===== config.mk =====
export PLATFORM = sky130hd
export DESIGN_NAME = input_feed_ctrl
export DESIGN_NICKNAME = d
export VERILOG_FILES = /design/src/rtl/input_feed_ctrl_pkg.sv /design/src/rtl/input_feed_ctrl.sv
export SDC_FILE = /design/constraint.sdc
export NUM_CORES = 1
export LEC_CHECK = 0
export CAP_MARGIN = 20
export CORE_UTILIZATION = 60
export DETAILED_ROUTE_END_ITERATION = 16
export DONT_BUFFER_PORTS = 1
export GPL_TIMING_DRIVEN = 0
export PLACE_DENSITY_LB_ADDON = 0.08
export SLEW_MARGIN = 40
export SYNTH_ARGS = -nofsm -noshare
export SYNTH_HDL_FRONTEND = slang
export SYNTH_SLANG_ARGS = --single-unit

===== constraint.sdc =====
create_clock -name clk -period 1.93 [get_ports clk]
set_input_delay 0.193 -clock clk [delete_from_list [all_inputs] [get_ports clk]]
set_output_delay 0.193 -clock clk [all_outputs]
set_load 0.005 [all_outputs]

===== src/rtl/input_feed_ctrl_pkg.sv =====
// Shared helpers for the systolic-array input feed controller.
// Defaults normally come from the shared config.v; fall back if it was not included.
`ifndef ARRAYWIDTH
`define ARRAYWIDTH 4
`endif
`ifndef DATASIZE
`define DATASIZE 8
`endif
`ifndef DSP_DELAY
`define DSP_DELAY 4
`endif

package input_feed_ctrl_pkg;

    // Cycles needed to push one tile through the skewed PE array.
    function automatic int drain_len(input int array_width, input int dsp_delay);
        return (dsp_delay - 1) * (array_width - 1) + array_width;
    endfunction

endpackage


===== src/rtl/input_feed_ctrl.sv =====
// Input feed controller: collects ARRAYWIDTH beats per tile, drains the row
// shifters for the skewed array depth, then reloads their skew counters.
`ifndef ARRAYWIDTH
`define ARRAYWIDTH 4
`endif
`ifndef DATASIZE
`define DATASIZE 8
`endif
`ifndef DSP_DELAY
`define DSP_DELAY 4
`endif

module input_feed_ctrl
    import input_feed_ctrl_pkg::*;
#(
    parameter int ARRAYWIDTH = `ARRAYWIDTH,
    parameter int DATASIZE   = `DATASIZE,
    parameter int DSP_DELAY  = `DSP_DELAY
) (
    input  logic                             clk,
    input  logic                             rst,
    input  logic                             s_valid,
    output logic                             s_ready,
    input  logic [ARRAYWIDTH*DATASIZE-1:0]   s_data,
    input  logic                             flush,
    output logic                             load_en,
    output logic [ARRAYWIDTH*DATASIZE-1:0]   load_data,
    output logic                             out_en,
    output logic                             delay_clear,
    output logic                             tile_done,
    output logic                             busy
);

    localparam int DRAIN_LEN = drain_len(ARRAYWIDTH, DSP_DELAY);
    localparam int DCNT_W    = $clog2(DRAIN_LEN + 1);
    localparam int BEAT_W    = $clog2(ARRAYWIDTH);
    localparam int W         = ARRAYWIDTH * DATASIZE;

    localparam logic [BEAT_W-1:0] LAST_BEAT = BEAT_W'(ARRAYWIDTH - 1);
    localparam logic [DCNT_W-1:0] DRAIN_END = DCNT_W'(DRAIN_LEN);

    typedef enum logic [1:0] {
        LOAD  = 2'd0,
        DRAIN = 2'd1,
        CLEAR = 2'd2
    } state_t;

    state_t              state, state_n;
    logic [BEAT_W-1:0]   beat, beat_n;
    logic [DCNT_W-1:0]   dcnt, dcnt_n;
    logic                abort, abort_n;
    logic                load_en_n, out_en_n, delay_clear_n, tile_done_n;
    logic                s_ready_n, busy_n;
    logic [W-1:0]        load_data_n;

    always_comb begin
        state_n       = state;
        beat_n        = beat;
        dcnt_n        = dcnt;
        abort_n       = 1'b0;
        load_en_n     = 1'b0;
        load_data_n   = '0;
        out_en_n      = 1'b0;
        delay_clear_n = 1'b0;
        tile_done_n   = 1'b0;
        unique case (state)
            LOAD: begin
                // A beat arriving together with flush is dropped.
                if (flush) begin
                    state_n = CLEAR;
                    beat_n  = '0;
                    abort_n = 1'b1;
                end else if (s_valid) begin
                    load_en_n   = 1'b1;
                    load_data_n = s_data;
                    if (beat == LAST_BEAT) begin
                        beat_n  = '0;
                        dcnt_n  = '0;
                        state_n = DRAIN;
                    end else begin
                        beat_n = beat + 1'b1;
                    end
                end
            end
            DRAIN: begin
                // First DRAIN cycle still carries the last load strobe, so out_en lags by one.
                if (flush) begin
                    state_n = CLEAR;
                    dcnt_n  = '0;
                    abort_n = 1'b1;
                end else if (dcnt == DRAIN_END) begin
                    state_n       = CLEAR;
                    dcnt_n        = '0;
                    delay_clear_n = 1'b1;
                    tile_done_n   = 1'b1;
                end else begin
                    dcnt_n   = dcnt + 1'b1;
                    out_en_n = 1'b1;
                end
            end
            CLEAR: begin
                // An aborted tile spends one extra cycle here to issue its delay_clear.
                if (abort) begin
                    delay_clear_n = 1'b1;
                end else begin
                    state_n = LOAD;
                end
            end
            default: state_n = LOAD;
        endcase
        s_ready_n = (state_n == LOAD);
        busy_n    = !((state_n == LOAD) && (beat_n == '0));
    end

    always_ff @(posedge clk) begin
        if (rst) begin
            state       <= LOAD;
            beat        <= '0;
            dcnt        <= '0;
            abort       <= 1'b0;
            load_en     <= 1'b0;
            load_data   <= '0;
            out_en      <= 1'b0;
            delay_clear <= 1'b0;
            tile_done   <= 1'b0;
            s_ready     <= 1'b1;
            busy        <= 1'b0;
        end else begin
            state       <= state_n;
            beat        <= beat_n;
            dcnt        <= dcnt_n;
            abort       <= abort_n;
            load_en     <= load_en_n;
            load_data   <= load_data_n;
            out_en      <= out_en_n;
            delay_clear <= delay_clear_n;
            tile_done   <= tile_done_n;
            s_ready     <= s_ready_n;
            busy        <= busy_n;
        end
    end

endmodule


==> summary.md <==
| Metric | Value |
|---|---|
| Critical Path RT | 2.17 ns |
| Post-Syn Nets | 186 |
| Mapped Avg Cell Area | 11.2 um^2 |
| Vias per inst | 5.27 |
| FP Rows | 18 |
| Most frequent cells in the layout | dfxtp_1, dlygate4sd3_1, and2_1, nor2_1, ha_1 |
| CP delay by family, top | simple AND/OR/NAND/NOR gates |
| CP Launch Point | state[1] |
| Top FF cell, synth | dfxtp_1 |
| Crit path buf inv count | 1 |
| Largest vdd supply drop | 778 uV |
| Largest net degree at the start of global routing | 15 |
| CP Capture Type | flop |
| Final setup fails | 0 |
| Max frequency | 0.556 GHz |
| Synth warn | 0 |
| HP Class | in2reg |
| Commonest non-fill, non-tap cell in the layout | dfxtp_1 |
| Crit-path cells | inv_1 -> ha_1 -> and4b_4 -> o21ai_2 -> a31oi_2 -> or4_1 |
| Drt drc | 0 |
| FF-to-FF setup slack | 0.13 ns |
| Worst clock skew | 0.00847 ns |
| Period minus WS final | 1.80 ns |
| Post-route ant nets | 0 |
| Met2 WL | 1.72 mm |
| Core box area | 0.00250 mm^2 |
| M1 WL | 1.32 mm |
| Total Routed Length | 3.38 mm |
| CTS tree | yes |
| Synthesized area | 0.00160 mm^2 |
| DRT iter0 DRCs | 22 |
| Max Used Layer | met4 |
| Setup CP Type | reg2reg |
| ANT cells | 0 |
| Initial antenna violation count | 0 |
| Tightest Pin Transition | 0.363 ns |
| Min-Delay Startpoint | flush |
| Outcome | finished, final reports clean |
| Port bufs | 0 |
| Final Hold Fails | 0 |
| Die Span X | 53.6 um |
| CTS Buf Count | 5 |
| Clock power share | 29.3% |
| #FFs+latches synth | 47 |
| Synth unique cells | 35 |
| Setup bufs post-CTS | 0 |
| Global-route wire length before repair | 4.93 mm |
| Die ar. | 0.00287 mm^2 |
| Wire per inst | 15.8 um |
| Max transition margin | 75.7% |
| Post-synthesis sequential area ratio | 58.9% |
| EDFF count, synth | 0 |
| Setup repair after global routing missed its margin | false |
| Area Overhead vs Synth | 26.9% |
| Max-cap violation count | 0 |
| Clk sink count | 47 |
| Boundary Pins | 74 |
| Seq pwr share | 63.9% |
| Fin Setup TNS | 0 ns |
| Clock-pin slew on the worst setup and hold paths | 0.12 ns |
| Final GP Congestion | 0.743 |
| Power Dens Cells | 782 mW/mm^2 |
| Switching pwr | 0.343 mW |
| Overflow after GRT | 0 |
| Via count | 1122 |
| Drt first pass iters | 4 |
| Root Buffer | clkbuf_4 |
| Max Root-Sink Buffers | 2 |
| Hpwl dp | 1.84 mm |
| Slowest stage delay, CP | 0.51 ns |
| Critical Path Fanout Max | 7 |
| Leak | 0.845 nW |
| Final Cycle Share | 93.2% |
| Gr usage total | 25.5% |
| Critical R2R Launch | state[1] |
| Routed wl met3 | 251 um |
| Die Ht | 53.6 um |
| NumNets Final | 226 |
| Worst setup SP type | flop |
| Final slew viol count | 0 |
| Sw frac | 21.7% |
| Arrival @ worst endpoint | 2.03 ns |
| Layout cells sized above 1 | 12.6% |
| Finished Core Util | 81.1% |
| Crit-path slowest cell | or4_1 |
| H-tree levels | 2 |
| Total power | 1.59 mW |
| Clk_lat worst skew | 0.35 ns |
| Combinational Power Share | 6.8% |
| Async S/R FF share, synth | 0% |
| WHS | 0.0541 ns |
| Post-Synthesis Cells | 143 |
| Starting Density | 63.9% |
| Number of global-route vias before repair | 1099 |
| Power Internal | 1.24 mW |
[cells in the mapped netlist, types with 2 or more instances]
library cell | number | area [um^2]
a32o_1 | 2 | 20.0
and2_1 | 32 | 200
dfxtp_1 | 47 | 941
inv_1 | 5 | 18.8
nand3b_1 | 2 | 15.0
clkbuf_1 | 2 | 7.51
a31o_2 | 2 | 17.5
nor2_1 | 8 | 30.0
nand3_1 | 3 | 15.0
mux2_2 | 2 | 22.5
nand2_1 | 5 | 18.8
o31ai_1 | 2 | 15.0
ha_1 | 7 | 87.6
nand2b_1 | 3 | 18.8
[stage by stage]
| step | cell area [um^2] | worst slack (ns) | instances |
|---|---|---|---|
| after floorplan | 1600 | 0.232 | 143 |
| after global placement | 1640 | 0.107 | 173 |
| after detailed placement | 1640 | 0.0893 | 173 |
| after CTS | 2030 | 0.0648 | 213 |
| after global routing | 2030 | 0.0332 | 213 |
| final | 2030 | 0.132 | 213 |
[repair_timing]
action                                 4_1_cts  5_1_grt
gates resized for setup                      0        2
setup endpoints to repair                    0        3
hold buffers                                33        0
endpoints found under the hold margin       33        0
[path summary, 6_finish.rpt]
path	cells past startpoint	to
worst max register to register	6	busy
worst min register to register	2	beat[0]
worst min-delay path	2	state[1]
worst max-delay path	6	busy
[sequential cells by signal, indices dropped and copies added, names as in the netlist, 2 cells and up]
signal,cells
state,2
load_data,32
dcnt,4
beat,2
[logic make-up after synthesis]
kind of cell	synth area share, %
and+or+nand+nor	23.9
DFF	58.9
AOI/OAI and AO/OA	7.91
buffers and inverters	2.43
adders and majority gates	5.48
muxes	1.41
[layout make-up]
class	count	area [um^2]
sequential	47	943
timing repair buffer	33	330
fill	170	472
clock inverter	1	8.76
multi-input combinational	87	618
clock buffer	6	51.3
buffer	4	20.0
inverter	5	18.8
tap	30	37.5
[metal layers]
| metal | up-vias | global-route usage, % |
|---|---|---|
| li1 | 548 | - |
| met1 | 508 | 27.9 |
| met2 | 57 | 43.5 |
| met3 | 9 | 7.91 |
| met4 | 0 | 14.0 |
| met5 | - | 0 |
[power by group through the flow]
| stage | Sequential, mW | Combinational, mW | Clock [mW] |
|---|---|---|---|
| 2_1_floorplan | 1.03 | 0.0436 | 0 |
| 3_3_place_gp | 1.03 | 0.0505 | 0 |
| 3_5_place_dp | 1.03 | 0.0529 | 0 |
| 4_1_cts | 1.01 | 0.104 | 0.471 |
| 5_1_grt | 1.02 | 0.119 | 0.505 |
| 6_report | 1.01 | 0.108 | 0.464 |
Note: power is estimated with default switching activity, not from simulation.
